`config.mk`:
```
export PLATFORM = sky130hd
export DESIGN_NAME = faerie_cu_wide
export DESIGN_NICKNAME = d
export VERILOG_FILES = /design/src/rtl/faerie_cu_wide.sv
export SDC_FILE = /design/constraint.sdc
export NUM_CORES = 1
export LEC_CHECK = 0
export CORE_MARGIN = 1.5
export CORE_UTILIZATION = 40
export DETAILED_ROUTE_END_ITERATION = 10
export PLACE_DENSITY = 0.86
export SYNTH_ARGS = -nofsm -noshare
export SYNTH_HDL_FRONTEND = slang
export SYNTH_SLANG_ARGS = --single-unit
```
`constraint.sdc`:
```
create_clock -name clk -period 3.9 [get_ports clk]
set_input_delay 0.39 -clock clk [delete_from_list [all_inputs] [get_ports clk]]
set_output_delay 0.39 -clock clk [all_outputs]
set_load 0.01 [all_outputs]
```
`src/rtl/faerie_cu_wide.sv`:
```
// Faerie CPU control unit: sequences fetch/address/pointer/operand/ALU/store/branch/IRQ.
// Latency: strobes are combinational from the current state; one state per cycle.
// Backpressure: mem_ready=0 freezes every memory state and suppresses all capture strobes.
module faerie_cu_wide #(
    parameter int ADDR_BYTES = 2,
    parameter bit IRQ_EN     = 1'b1,
    localparam int IW        = (ADDR_BYTES > 1) ? $clog2(ADDR_BYTES) : 1
) (
    input  logic                  clk,
    input  logic                  rst,
    input  logic [7:0]            rdata,
    input  logic                  mem_ready,
    input  logic                  irq,
    output logic                  re,
    output logic                  we,
    output logic                  pc_addr,
    output logic                  pc_inc,
    output logic                  zp_addr,
    output logic [ADDR_BYTES-1:0] set_ab,
    output logic [IW-1:0]         ptr_off,
    output logic                  set_b,
    output logic                  reset_b,
    output logic                  set_fr,
    output logic                  set_a,
    output logic                  branch,
    output logic                  irq_ack,
    output logic                  vec_load,
    output logic [2:0]            state_o,
    output logic [7:0]            ir_o
);

    typedef enum logic [2:0] {
        S_FETCH = 3'd0,
        S_ADDR  = 3'd1,
        S_PTR   = 3'd2,
        S_OPR   = 3'd3,
        S_ALU   = 3'd4,
        S_ST    = 3'd5,
        S_BR    = 3'd6,
        S_IRQ   = 3'd7
    } state_t;

    // Addressing modes (insn[3:2]) and instruction classes (insn[1:0]).
    localparam logic [1:0] AM_ZP  = 2'b00;
    localparam logic [1:0] AM_PTR = 2'b01;
    localparam logic [1:0] AM_ABS = 2'b10;
    localparam logic [1:0] AM_IMM = 2'b11;

    localparam logic [1:0] CL_ST  = 2'b10;
    localparam logic [1:0] CL_BR  = 2'b11;

    localparam logic [IW-1:0]         LAST_IDX = IW'(ADDR_BYTES - 1);
    localparam logic [ADDR_BYTES-1:0] AB_ONE   = ADDR_BYTES'(1);

    state_t      state_q, state_d;
    logic [IW-1:0] idx_q, idx_d;
    logic [7:0]  ir_q, ir_d;

    logic [1:0]  amode, cls;
    logic [1:0]  f_amode, f_cls;
    logic        last_idx;
    logic [IW-1:0] hi_idx;
    state_t      exec_state;
    state_t      boundary_state;

    assign amode    = ir_q[3:2];
    assign cls      = ir_q[1:0];
    // In FETCH the decision is made on the byte arriving now, before IR holds it.
    assign f_amode  = rdata[3:2];
    assign f_cls    = rdata[1:0];
    assign last_idx = (idx_q == LAST_IDX);
    // Pointer bytes are read high to low so AR byte 0 (the pointer itself) is replaced last.
    assign hi_idx   = LAST_IDX - idx_q;

    // Where an instruction goes once its effective address is known.
    always_comb begin
        unique case (cls)
            CL_ST:   exec_state = S_ST;
            CL_BR:   exec_state = S_BR;
            default: exec_state = S_OPR;
        endcase
    end

    // Instruction boundary: the only point an interrupt may be taken.
    assign boundary_state = (IRQ_EN && irq) ? S_IRQ : S_FETCH;

    // State, byte index and instruction register.
    always_ff @(posedge clk or posedge rst) begin
        if (rst) begin
            state_q <= S_FETCH;
            idx_q   <= '0;
            ir_q    <= 8'h00;
        end else begin
            state_q <= state_d;
            idx_q   <= idx_d;
            ir_q    <= ir_d;
        end
    end

    // Next-state and control strobes; all strobes forced low while reset is asserted.
    always_comb begin
        state_d  = state_q;
        idx_d    = idx_q;
        ir_d     = ir_q;
        re       = 1'b0;
        we       = 1'b0;
        pc_addr  = 1'b0;
        pc_inc   = 1'b0;
        zp_addr  = 1'b0;
        set_ab   = '0;
        ptr_off  = '0;
        set_b    = 1'b0;
        reset_b  = 1'b0;
        set_fr   = 1'b0;
        set_a    = 1'b0;
        branch   = 1'b0;
        irq_ack  = 1'b0;
        vec_load = 1'b0;

        if (!rst) begin
            unique case (state_q)
                S_FETCH: begin
                    re      = 1'b1;
                    pc_addr = 1'b1;
                    reset_b = 1'b1;
                    if (mem_ready) begin
                        ir_d   = rdata;
                        pc_inc = 1'b1;
                        idx_d  = '0;
                        if (f_amode == AM_IMM) begin
                            // Immediate store/branch has no target: it retires as a NOP.
                            state_d = (f_cls[1] == 1'b0) ? S_OPR : boundary_state;
                        end else begin
                            state_d = S_ADDR;
                        end
                    end
                end

                S_ADDR: begin
                    re      = 1'b1;
                    pc_addr = 1'b1;
                    if (mem_ready) begin
                        pc_inc = 1'b1;
                        set_ab = AB_ONE << idx_q;
                        if (amode != AM_ABS || last_idx) begin
                            idx_d   = '0;
                            state_d = (amode == AM_PTR) ? S_PTR : exec_state;
                        end else begin
                            idx_d = idx_q + 1'b1;
                        end
                    end
                end

                S_PTR: begin
                    re      = 1'b1;
                    zp_addr = 1'b1;
                    ptr_off = hi_idx;
                    if (mem_ready) begin
                        set_ab = AB_ONE << hi_idx;
                        if (last_idx) begin
                            idx_d   = '0;
                            state_d = exec_state;
                        end else begin
                            idx_d = idx_q + 1'b1;
                        end
                    end
                end

                S_OPR: begin
                    re      = 1'b1;
                    pc_addr = (amode == AM_IMM);
                    zp_addr = (amode == AM_ZP);
                    if (mem_ready) begin
                        set_b   = 1'b1;
                        pc_inc  = (amode == AM_IMM);
                        state_d = S_ALU;
                    end
                end

                S_ALU: begin
                    set_fr  = 1'b1;
                    set_a   = ~ir_q[0];
                    state_d = boundary_state;
                end

                S_ST: begin
                    we      = 1'b1;
                    zp_addr = (amode == AM_ZP);
                    if (mem_ready) begin
                        state_d = boundary_state;
                    end
                end

                S_BR: begin
                    branch  = 1'b1;
                    zp_addr = (amode == AM_ZP);
                    state_d = boundary_state;
                end

                S_IRQ: begin
                    irq_ack  = IRQ_EN;
                    vec_load = IRQ_EN;
                    state_d  = S_FETCH;
                end

                default: begin
                    state_d = S_FETCH;
                end
            endcase
        end
    end

    assign state_o = state_q;
    assign ir_o    = ir_q;

endmodule

```
==> Word-level counts from Yosys, hierarchy flattened <==
Index checks and enable logic that the tools add are counted.
{ "word_totals": {"register_bits": 12, "output_inout_bits": 26, "elab_cells": 89} }
{ "classes": {"add_sub_neg": 2, "n_eq_ne": 20, "n_shift": 2, "muxes": 49, "bitwise": 2, "n_reduce_logical": 11} }
{ "ops": {"columns": ["cell", "count"], "rows": [
  ["3-bit 2-to-1 mux", 11],
  ["1-bit 2-to-1 mux", 28],
  ["3-bit case mux with 7 select lines", 1],
  ["2-bit != test, second input constant", 8],
  ["3-bit == test, second input constant", 4],
  ["2-bit == test, second input constant", 4],
  ["8-bit AND reduction", 1],
  ["3-bit by 2-bit == test with 1-bit output, second input constant", 2],
  ["2-bit 2-to-1 mux", 3],
  ["1-bit case mux with 2 select lines", 3],
  ["3-bit case mux with 2 select lines", 1],
  ["5-bit AND reduction", 1],
  ["2-bit case mux with 2 select lines", 1],
  ["2-bit OR reduction", 2],
  ["4-bit OR reduction", 1],
  ["1-bit by 1-bit left shift with 2-bit output, first input constant", 2],
  ["3-bit by 1-bit == test with 1-bit output, second input constant", 1],
  ["3-bit zero test", 1],
  ["1-bit case mux with 3 select lines", 1],
  ["3-bit AND reduction", 1],
  ["3-bit nonzero test", 1],
  ["3-bit OR reduction", 1],
  ["2-bit by 1-bit == test with 1-bit output, second input constant", 1],
  ["2-bit zero test", 1],
  ["other kinds (4)", 5]
]} }

==> Longest topological paths before layout <==
Gate-level depths: netlist (run 1).
{ "depth": {"ltp_word": 6, "depth_mapped": 6, "ltp_nobuf": 4} }

==> Worst setup path after synthesis (run 1) <==
No wires, ideal clock.
{ "synth_path": {"path_type": "register to output", "from": "reg state_q[2], in the netlist state_o[2]", "to": "out pc_inc", "arrival_time_ps": 1447, "required_ps": 3510, "slack_ps": 2063, "path_stages_with_launch": 5, "n_path_buf": 1, "path_cell_list": "dfrtp_1 > buf_6 > nor2_1 > a21boi_1 > and2_1"} }
{ "synth_via": {"elab_chain_len": 4} }
{ "synth_lines": {"columns": ["item", "line_no", "text"], "rows": [
  ["start: declaration", "55", "state_t state_q, state_d;"],
  ["start signal: assignment", "94", "state_q <= state_d;"],
  ["3-bit by 1-bit == test with 1-bit output / 3-bit zero test (equally long branches)", "121", "unique case (state_q)"],
  ["2-bit OR reduction (no source line)", null, null],
  ["1-bit case mux with 2 select lines *", "121", null],
  ["1-bit 2-to-1 mux *", "120", "if (!rst) begin"],
  ["end: declaration", "17", "output logic pc_inc,"]
]} }
Mark *: on every way between the ends. The rest lies on a longest branch, timed or not.

==> Worst setup path after layout (run 1) <==
{ "layout_path": {"from": "in rst", "to": "out vec_load"} }
{ "layout_via": {"elab_chain_len": 1} }
{ "layout_lines": {"columns": ["item", "line_no", "text"], "rows": [
  ["start: declaration", "10", "input logic rst,"],
  ["1-bit 2-to-1 mux", "120", null],
  ["end: declaration", "27", "output logic vec_load,"]
]} }
Every way passes these cells.

==> results.txt, run 1 <==
Of all nets on the critical path, the largest fanout is 13. The run gives 211 as the number of filler cells placed in the layout. The worst hold path terminates at ir_o[4].

The critical register-to-register path endpoint was state_o[1]. The critical path in this run is classified as input pin to output pin. In this run the biggest area consumer among cell types represents 33.2% of the synthesized area. The count of cell types in the netlist was 37; the smallest hold slack was 0.508 ns. Tracing the worst setup path back leads to its startpoint at rst. In this run the tightest slew margin relative to its limit is 56.7%.

The floorplan has 17 rows. The wire-length estimate of the detail-placed layout is 1560 um. The flip-flop and latch area is 300 um^2.

Setup repair after global routing left no endpoint under its margin. After the first detailed-routing iteration, the DRC count stood at 13. Number of pins with negative max-slew slack in the final report: 0. Most area-hungry cell type in the Yosys netlist: sky130_fd_sc_hd__dfrtp_1. The run gives 0 as the total congestion overflow.

The leading cell type in the layout, fill and taps excluded was sky130_fd_sc_hd__clkdlybuf4s50_1. The longest clock path from root to sink contains 2 buffers. For the worst setup path, the data required time is 3.51 ns. Entering global routing, the biggest net connects 21 pins. The post-detailed-route count of antenna-violating nets is 0. The final antenna diode count came out at 0. The total number of vias is 825. The count of buffers from port buffering is 37, and the static leakage is 0.501 nW. Sequential elements use 33.2% of the synthesized area. The smallest clock period supported by the final layout is computed as 2.72 ns. The total DRC errors in the routed layout came out at 0. Of the post-synthesis cell area, the part taken by muxes is 15.8%. Summing the areas of all compound-gate instances in the mapped netlist gives 15.0% of the synthesized area. Final clock skew: 0.00717 ns. Once placement finished, the instance area stood at 1240 um^2. The flow ran to the end, and the final reports show no timing, DRC or antenna violations.

The count of final setup violators is 0, and the count of warnings emitted by yosys is 0. The netlist area before placement came out at 903 um^2. The tool flagged a number of max-cap violations equal to 0.

The ratio of routed vias to standard cells is 5.29. The global-route wire length before repair is 3750 um. The number of setup buffers added after CTS is 0.

The clock-pin slew of the registers on the worst-case setup and hold paths came out at 0.08 ns. In this run, CTS created clock tree buffers numbering 3. The design draws 0.000940 W. For the number of nets produced by synthesis, the log shows 106. The worst setup path is launched from an input pin. Clock latency on the worst-skew pair, taken at its later pin, is 0.28 ns. The quantity of gates resized following cts is 0.

The tools report the kind of capture point of the worst setup path as an output pin. The post-layout net count is 141. After Yosys synthesis, XOR and XNOR cells account for 0.970% of the synthesized area. In this run the count of I/O pins placed on the die edge is 38.

Classification of the worst-slack hold path: flop to flop. The die is 50.5 um tall. Static timing analysis puts the maximum clock frequency at 367 MHz. The area growth from synthesis to layout is 41.0%. For this run, the share of the core covered by cells in the final layout is 58.7%. The tools report the startpoint of the most critical register-to-register path as state_o[0]. After synthesis, the cell types taking the most area are sky130_fd_sc_hd__dfrtp_1 (33%), sky130_fd_sc_hd__mux2_1 (10%), sky130_fd_sc_hd__buf_6 (6.2%), sky130_fd_sc_hd__nor4_1 (3.5%), sky130_fd_sc_hd__mux2_4 (3.3%).

Counting flops and latches in the post-synthesis netlist gives 12. The number of clock sinks is 12, and the depth of the CTS H-tree is 1. For the pin with the worst max-slew slack, the measured transition is 0.649 ns.

The worst-case IR drop observed on VDD is 390 uV. The worst hold path begins at ir_o[4]. The number of flops mapped to enable cells by yosys was 0. For the final total negative setup slack, the log shows 0 ns. The post-route fraction of the period consumed by the critical path is 69.9%, and the routed length per instance is 13.4 um. Data arrives at the worst endpoint at 2.33 ns. The synthesized netlist devotes 0% of its cell area to adder and majority cells.

The core region is 2170 um^2. The run gives 0 as the total count of hold-check failures in the final report. Of the total synthesized cell area, the portion taken by AND, OR, NAND and NOR gates is 24.7%.

The setup slack of the worst register-to-register path came out at 1.92 ns. The tools report the routed wire length as 2090 um. The number of antenna violations at the first check in global routing is 0. In the layout the commonest cells are sky130_fd_sc_hd__clkdlybuf4s50_1 (37), sky130_fd_sc_hd__dfrtp_1 (12), sky130_fd_sc_hd__mux2_1 (8).

The cell count after synthesis came out at 94. Cells with a size suffix above 1 make up 11.7% of the layout. Overall track demand over capacity in global routing: 19.1%. TritonCTS built the clock tree.

The tools report the area used by multi-input combinational logic as 509 um^2. Combinational family with the most area after synthesis: simple AND/OR/NAND/NOR gates. The depth of the worst hold-timing path works out to 1.

In the synthesized netlist the dominant register cell turns out to be sky130_fd_sc_hd__dfrtp_1. Final instance area: 1270 um^2. Total power divided by cell area: 738 nW/um^2. The area enclosed by the die boundary was 2550 um^2; the fraction of synthesis flops using an asynchronous set or reset pin was 100%. In this run the mean area of a mapped cell was 9.61 um^2. The via count of the first global-routing pass was 826; the last weighted congestion value of the routability-driven placer was 0.764. Starting density of the core: 41.6%. The number of cell instances on the worst register-to-register path works out to 4. Clock tree synthesis selected as its root buffer the cell sky130_fd_sc_hd__clkbuf_4.

The tools report the first-pass iteration count of the detailed router as 4. The total of hold buffers inserted after clock tree synthesis was 0. Measured along the x axis, the die boundary spans 50.5 um.
[worst max-delay path by stage]
stage,slack [ns],endpoint,cells past startpoint
4_1_cts,1.14,vec_load,5
5_1_grt,0.99,irq_ack,5
2_1_floorplan,2.06,pc_inc,4
6_report,1.18,vec_load,5
3_5_place_dp,1.15,vec_load,5
3_3_place_gp,1.24,vec_load,5
[cell type report]
type,instances,share of cell area [%]
clock buffers,4,2.85
repair buffers,37,29.1
flip-flops and latches,12,23.6
well taps,28,2.75
inverters,6,1.77
multi-input cells,69,40.0
[cells in the mapped netlist, types with 3 or more instances]
library cell,number
sky130_fd_sc_hd__dfrtp_1,12
sky130_fd_sc_hd__inv_1,5
sky130_fd_sc_hd__o21ai_1,3
sky130_fd_sc_hd__mux2_1,8
sky130_fd_sc_hd__nand2b_1,4
sky130_fd_sc_hd__nand2_1,6
sky130_fd_sc_hd__a21oi_1,4
sky130_fd_sc_hd__nor4_1,5
sky130_fd_sc_hd__buf_6,5
sky130_fd_sc_hd__nor2_1,7
[power by group]
part	switching [W]	internal [W]
combinational	0.000200	0.000320
sequential	0.000133	0.000184
clock	0.0000457	0.0000568
[kinds of logic (layout without fill, tap and decap cells)]
| kind of cell | after synthesis | in the layout |
|---|---|---|
| and+or+nand+nor | 36 | 36 |
| AOI/OAI and AO/OA | 20 | 20 |
| buffers and inverters | 13 | 47 |
| muxes | 12 | 12 |
| DFF | 12 | 12 |
| xor gates and xnor gates | 1 | 1 |
[metal layers]
| metal | part of all wire (%) | routed length (um) | vias to the layer above | GRT usage (%) |
|---|---|---|---|---|
| met3 | 6.6 | 138 | 2 | 4.76 |
| met4 | 0.53 | 11 | 0 | 7.66 |
| met2 | 48 | 1010 | 29 | 32.0 |
| met1 | 44 | 925 | 384 | 23.5 |
| li1 | - | - | 410 | - |
| met5 | 0 | 0 | - | 0 |
[state kept, by name (all words and copies together) (netlist names)]
register	flops
state_o	3
ir_o	8
idx_q	1
[metrics by stage]
step / cells / setup slack, ns
2_1_floorplan: 94 / 2.06
3_3_place_gp: 152 / 1.24
3_5_place_dp: 152 / 1.15
4_1_cts: 156 / 1.14
5_1_grt: 156 / 0.985
6_report: 156 / 1.18
[worst max-delay path, cell delays in order]
cell,delay [ns]
sky130_fd_sc_hd__clkdlybuf4s50_1,0.61
sky130_fd_sc_hd__inv_1,0.47
sky130_fd_sc_hd__nand2_1,0.13
sky130_fd_sc_hd__nor2_1,0.17
sky130_fd_sc_hd__clkdlybuf4s50_1,0.56
(Power assumes the default switching activity.)
==> run 2: changes to the inputs <==
--- a/config.mk
+++ b/config.mk
@@ -6,7 +6,7 @@
 export NUM_CORES = 1
 export LEC_CHECK = 0
 export CORE_MARGIN = 1.5
-export CORE_UTILIZATION = 40
+export CORE_UTILIZATION = 38
 export DETAILED_ROUTE_END_ITERATION = 10
 export PLACE_DENSITY = 0.86
 export SYNTH_ARGS = -nofsm -noshare
==> constraint.sdc (replaced) <==
create_clock -name clk -period 2.25 [get_ports clk]
set_input_delay 0.225 -clock clk [delete_from_list [all_inputs] [get_ports clk]]
set_output_delay 0.225 -clock clk [all_outputs]
set_load 0.01 [all_outputs]
==> results.txt, run 2 (synthesis results as in run 1) <==
The tools report the number of top-level design ports as 38. For this run, the total global-route usage over all layers was measured as 18.6%. The fraction of final layout cells with drive strength greater than 1 came out at 17.8%.

The kind of capture point of the worst setup path is an output pin. In this run, CTS created clock tree buffers numbering 3. For the maximum buffer depth of the clock tree, the log shows 2. The net count of the finished layout is 149. The critical path start-end classification is flop to output pin.

The tools report the root cell of the clock tree as sky130_fd_sc_hd__clkbuf_4. The die is 51.8 um tall. Number of antenna violations at the first check in global routing: 0. The smallest clock period supported by the final layout is computed as 2.16 ns.

The number of violations reported at the end of detailed-routing iteration 0 is 9. The largest voltage drop on the vdd net came out at 724 uV. STA puts the critical path data required time at 2.03 ns. Routability-driven placement finished with a final weighted congestion of 0.740. From synthesis to final layout, the design area changed by 46.7%. For flop-to-flop paths, the worst setup slack is 0.59 ns.

The pre-antenna-repair detailed-routing pass consisted of 4 iterations. Prior to clock tree synthesis, the placed netlist has a worst setup slack of 0.246 ns. The number of antenna diodes in the final layout is 0. In the finished design, the share of the clock period the worst path needs comes to 95.8%.

Total of hold buffers inserted after clock tree synthesis: 0. The logs give 26.5% for the sequential group share of total power and 0.00100 W for the cell internal power dissipation. The top cell types in the final layout, fill and taps aside, are sky130_fd_sc_hd__clkdlybuf4s50_1 (36), sky130_fd_sc_hd__dfrtp_1 (12), sky130_fd_sc_hd__mux2_1 (8), sky130_fd_sc_hd__buf_4 (8). The first global-routing pass estimated 3730 um of wire.

In this run the static leakage power is 0.538 nW. On the final layout, the worst clock skew is 0.00373 ns. The register with the most flip-flops in the layout has 8 of them.

The flow ran to the end, and the final reports show no timing, DRC or antenna violations. In this run the horizontal extent of the chip is 51.8 um. The die covers 2680 um^2. The number of clock sinks was 12.

The endpoint identified for the worst register-to-register timing path is state_o[0]. The maximum fanout along the worst path came out at 7. Counting cells, the worst reg-to-reg path comes to 5.

Maximum clock rate: 464 MHz. The via count of the first global-routing pass came out at 841. In this run, the clock network consumes 8.1% of the power.

In this run switching power makes up 40.3% of total power. The run gives 1 as the depth of the CTS H-tree. The routed length per instance works out to 13.5 um. Data arrives at the worst endpoint at 1.93 ns. At the pin with the least slew margin, the transition time is 0.323 ns. For the final routed database, the setup TNS stands at 0 ns. The initial utilization of the core area, before any placement, comes to 40.4%. The floorplan has 17 rows. The count of buffers from port buffering was 37; the count of final setup violators was 0. The final route contains 869 vias.

The total count of hold-check failures in the final report was 0. The net switching power came out at 0.000674 W. The ratio of routed vias to standard cells works out to 5.33. Across the run, the number of max-cap violations was 0.

In this run the tightest slew margin relative to its limit is 78.3%. The logs give 1 for the quantity of gates resized following cts and 0 for the number of pins with negative max-slew slack in the final report. The leading cell type in the layout, fill and taps excluded is sky130_fd_sc_hd__clkdlybuf4s50_1. The clock reaches the later pin of the worst-skew pair after 0.27 ns.

Once the clock tree was built, the setup fixing pass inserted 0 buffers. The filler cells instantiated in the layout total 216. The tools report the portion of total power attributed to combinational logic as 65.4%. Power spread over the standard cell area amounts to 1260 nW/um^2. The tools report the startpoint of the most critical register-to-register path as state_o[1]. The final worst-path setup slack came out at 0.0939 ns. For the maximum number of pins on one net before global-route repair, the log shows 13. STA classifies the critical path startpoint as a flop. TritonCTS built the clock tree. The floorplan step defined a core boundary enclosing 2230 um^2. In the routed design, unresolved DRC markers number 0. The HPWL after detailed placement is 1770 um. After clock tree synthesis, the clock-pin slew on the worst setup and hold paths is 0.08 ns.

For the area used by multi-input combinational logic, the log shows 515 um^2. The routed wire length is 2190 um, and the post-detailed-route count of antenna-violating nets is 0. The tightest min-delay check is of the input pin to async pin type.

The flip-flop and latch area is 300 um^2, and the total congestion overflow is 0.
-- run 2: changes by cell type in the layout (fill, tap and decap cells not counted) --
cell	delta
sky130_fd_sc_hd__dlygate4sd2_1	+1
sky130_fd_sc_hd__nor2_2	+1
sky130_fd_sc_hd__nor2_1	-1
sky130_fd_sc_hd__a21boi_2	+1
sky130_fd_sc_hd__clkdlybuf4s50_1	-1
sky130_fd_sc_hd__a21boi_1	-1
sky130_fd_sc_hd__clkbuf_8	-1
sky130_fd_sc_hd__buf_4	+8
-- run 2: cell type report --
class | instances | area share, %
clock buffer | 3 | 1.70
inverter | 6 | 1.70
multi-input combinational | 69 | 38.9
sequential | 12 | 22.7
tap | 28 | 2.64
timing repair buffer | 45 | 32.4
-- run 2: worst max path at each step --
stage | startpoint | to | slack, ns | depth (start not counted)
final | state_o[1] | set_ab[0] | 0.09 | 5
after global placement | rst | pc_inc | 0.31 | 5
after floorplan | state_o[2] | pc_inc | 0.58 | 4
after CTS | state_o[2] | pc_inc | 0.04 | 5
after global routing | state_o[1] | set_ab[1] | -0.002 | 5
after detailed placement | rst | pc_inc | 0.25 | 5
-- run 2: critical path: stages, from the launching register on --
cell                              delay (ns)
sky130_fd_sc_hd__dfrtp_1                0.40
sky130_fd_sc_hd__buf_4                  0.18
sky130_fd_sc_hd__nand2b_1               0.17
sky130_fd_sc_hd__mux2_2                 0.27
sky130_fd_sc_hd__nor2_1                 0.09
sky130_fd_sc_hd__clkdlybuf4s50_1        0.55
-- run 2: power by group through the flow --
stage | Sequential (W) | Combinational (W) | Clock (W)
final | 0.000444 | 0.00109 | 0.000136
after global placement | 0.000434 | 0.00107 | 0
after global routing | 0.000461 | 0.00119 | 0.000145
after detailed placement | 0.000449 | 0.00110 | 0
after CTS | 0.000445 | 0.00110 | 0.000135
after floorplan | 0.000468 | 0.000667 | 0
-- run 2: through the flow --
stage | power [W] | cells | area [um^2] | hold WS (ns) | util [%]
4_1_cts | 0.00168 | 163 | 1320 | 0.476 | 59.0
3_3_place_gp | 0.00150 | 160 | 1300 | 0.477 | 58.1
6_report | 0.00167 | 163 | 1330 | 0.488 | 59.3
5_1_grt | 0.00179 | 163 | 1330 | 0.522 | 59.3
3_5_place_dp | 0.00155 | 160 | 1300 | 0.489 | 58.1
2_1_floorplan | 0.00114 | 94 | 903 | 0.263 | -
-- run 2: layer usage --
metal | track usage, % | share of wire [%] | up-vias
li1 | - | - | 427
met1 | 23.6 | 46 | 407
met2 | 31.4 | 47 | 31
met3 | 2.59 | 5.3 | 4
met4 | 7.89 | 1.7 | 0
met5 | 0 | 0 | -
==> run 3: changes to the inputs <==
--- a/config.mk
+++ b/config.mk
@@ -6,7 +6,8 @@
 export NUM_CORES = 1
 export LEC_CHECK = 0
 export CORE_MARGIN = 1.5
-export CORE_UTILIZATION = 38
+export CORE_UTILIZATION = 40
+export CTS_CLUSTER_DIAMETER = 60
 export DETAILED_ROUTE_END_ITERATION = 10
 export PLACE_DENSITY = 0.86
 export SYNTH_ARGS = -nofsm -noshare
==> constraint.sdc (replaced) <==
create_clock -name clk -period 2.3 [get_ports clk]
set_input_delay 0.23 -clock clk [delete_from_list [all_inputs] [get_ports clk]]
set_output_delay 0.23 -clock clk [all_outputs]
set_load 0.01 [all_outputs]
==> results.txt, run 3 (synthesis results as in run 1) <==
Timing would allow up to 448 MHz. The tools report the static leakage as 0.550 nW. Of the available clock period, the critical path in the final layout requires 97.1%. The die covers 2550 um^2. The clock net in this run drives a total of 12 sinks.

Across all layers, the routed design uses 860 vias. Clock skew on the completed layout was measured at 0.00461 ns. The number of buffers and inverters on the critical path was 2; the shortest period the worst path allows was 2.23 ns. The maximum fanout along the worst path was 6.

The total power was 0.00168 W. The tools report the final instance area as 1330 um^2. The tools report the critical register-to-register path endpoint as state_o[0]. The tightest min-delay check is of the input pin to async pin type. Final worst-path setup slack: 0.0662 ns. The number of pins with negative max-slew slack in the final report is 0, and the last weighted congestion value of the routability-driven placer is 0.760. Setup violations remaining at the end of the flow were counted as 0. In the layout the commonest cells are sky130_fd_sc_hd__clkdlybuf4s50_1 (36), sky130_fd_sc_hd__dfrtp_1 (10), sky130_fd_sc_hd__mux2_1 (8).

The element type at the critical path start is a flop. The worst register-to-register path begins at state_o[1]. During I/O placement, the number of pins put on the boundary was 38. Root cell of the clock tree: sky130_fd_sc_hd__clkbuf_4. For this block, the routed nets add up to 2280 um of wire. The setup slack of the worst register-to-register path came out at 0.57 ns. Measured slew at the worst slew-check pin: 0.321 ns. The initial utilization of the core area, before any placement, comes to 41.6%. The number of clock buffers added by TritonCTS is 3. At the end of the flow, the number of nets in the layout was 148. Fill cells in the final layout number 198.

Max-cap violations in this run came to 0. The tools report the total congestion overflow as 0. After the flow finishes, the layout carries non-filler instances totaling 163. From left edge to right edge, the die measures 50.5 um.

The total power divided by cell area is 1260 nW/um^2, and the depth of the CTS H-tree is 1. The first TritonRoute pass finished after 4 iterations. TritonCTS built the clock tree. The data arrival time of the critical path was 2.00 ns; the largest voltage drop on the vdd net was 709 uV.

For the worst setup path, the data required time is 2.07 ns. The signal on the critical path passes through buf_4 > nand2b_1 > mux2_2 > nor2_1 > clkdlybuf4s50_1. After detailed routing, the average wire length per cell comes to 14.0 um. Via count of the first global-routing pass: 844. The final antenna diode count was 0; the fraction of final layout cells with drive strength greater than 1 was 17.8%. The count of buffers added on input and output ports is 37. Entering global routing, the biggest net connects 17 pins. In the routed layout, each cell is associated on average with a via count of 5.28.

The tools report the maximum buffer depth of the clock tree as 2. The global-route wire length before repair was 3740 um; the flip-flop count of the largest register after layout was 8. The run gives 2170 um^2 as the core box area. The smallest hold slack came out at 0.471 ns. After clock tree synthesis, the flow added hold-fix buffers numbering 0. For the worst-skew pair, the clock arrives at the later sink with an insertion delay of 0.28 ns. The cell class contributing the biggest share of worst-path delay is buffers and inverters. The run gives 0 as the number of antenna violations at the first check in global routing. The critical path is of the flop to output pin type.

The run finished with clean final reports. The run gives 0 as the total DRC errors in the routed layout. In the global route stage, overall resource usage came out at 19.6%.

The post-detailed-placement half-perimeter wirelength was 1740 um; the post-detailed-route count of antenna-violating nets was 0. OpenSTA, run right after detailed placement, puts the worst setup slack at 0.286 ns. STA classifies the critical path endpoint as an output pin. The count of standard-cell rows is 17. Area growth from synthesis to layout: 47.4%.

The cell area after placement was 1280 um^2; the tightest slew margin relative to the limit was 78.4%. The total count of hold-check failures in the final report was 0; the number of cells in the design after placement was 158. The floorplan die height was 50.5 um. The delay of the slowest cell on the worst path was 0.54 ns. For the worst flop-to-flop path, the logic depth is 5. The first routing iteration left 4 violations. The library cell used most frequently in the layout, excluding fill and tap cells, is sky130_fd_sc_hd__clkdlybuf4s50_1.

The largest individual stage delay along the critical path comes from the cell sky130_fd_sc_hd__clkdlybuf4s50_1. After clock tree synthesis, the clock-pin slew on the worst setup and hold paths is 0.08 ns.
[run 3: cell count changes in the layout (fill, tap and decap cells not counted), sizes merged]
cell | before | now
buf | 8 | 7
clkbuf | 3 | 4
dlygate4sd2 | 1 | 0
dlymetal6s2s | 0 | 1
[run 3: worst reg2reg max path, delay by kind of cell, from the launching register on]
family,cells,cell delay (ns)
flip-flops,1,0.45
AO/OA/AOI/OAI,1,0.30
buffers and inverters,1,0.19
multiplexers,1,0.29
AND/OR/NAND/NOR,2,0.39
[run 3: worst max-delay path by stage]
stage | startpoint | end | slack (ns) | depth (start not counted)
after floorplan | state_o[2] | pc_inc | 0.62 | 4
after global placement | rst | pc_inc | 0.35 | 5
after detailed placement | rst | pc_inc | 0.29 | 5
after CTS | ir_o[2] | zp_addr | 0.02 | 4
after global routing | state_o[1] | set_ab[0] | -0.008 | 5
final | state_o[1] | set_ab[0] | 0.07 | 5
[run 3: final cells by class]
| cell class | instances | area, um^2 | area share, % |
|---|---|---|---|
| clock buffers | 4 | 36.3 | 2.73 |
| flip-flops and latches | 12 | 303 | 22.7 |
| multi-input cells | 69 | 509 | 38.3 |
| inverters | 6 | 22.5 | 1.69 |
| repair buffers | 44 | 425 | 32.0 |
| well taps | 28 | 35.0 | 2.63 |
[run 3: stage by stage]
| stage | TNS, ns | util (%) |
|---|---|---|
| 6_report | 0 | 61.4 |
| 5_1_grt | -0.00843 | 61.4 |
| 4_1_cts | 0 | 60.8 |
| 3_5_place_dp | 0 | 59.1 |
| 3_3_place_gp | 0 | 59.1 |
| 2_1_floorplan | 0 | - |
[run 3: power by group]
part	internal [W]	total (W)	switching, W
clock	0.0000965	0.000176	0.0000799
sequential	0.000319	0.000453	0.000134
combinational	0.000593	0.00105	0.000455
[run 3: metal layers]
metal  global-route usage [%]  part of all wire (%)
met5                        0                     0
met4                     6.76                  0.96
met3                     4.76                   6.5
met2                     34.4                    51
met1                     23.1                    42
[run 3: repair_timing]
item	4_1_cts	5_1_grt
resized for setup	0	3
setup endpoints to repair	0	3
setup buffers	0	1
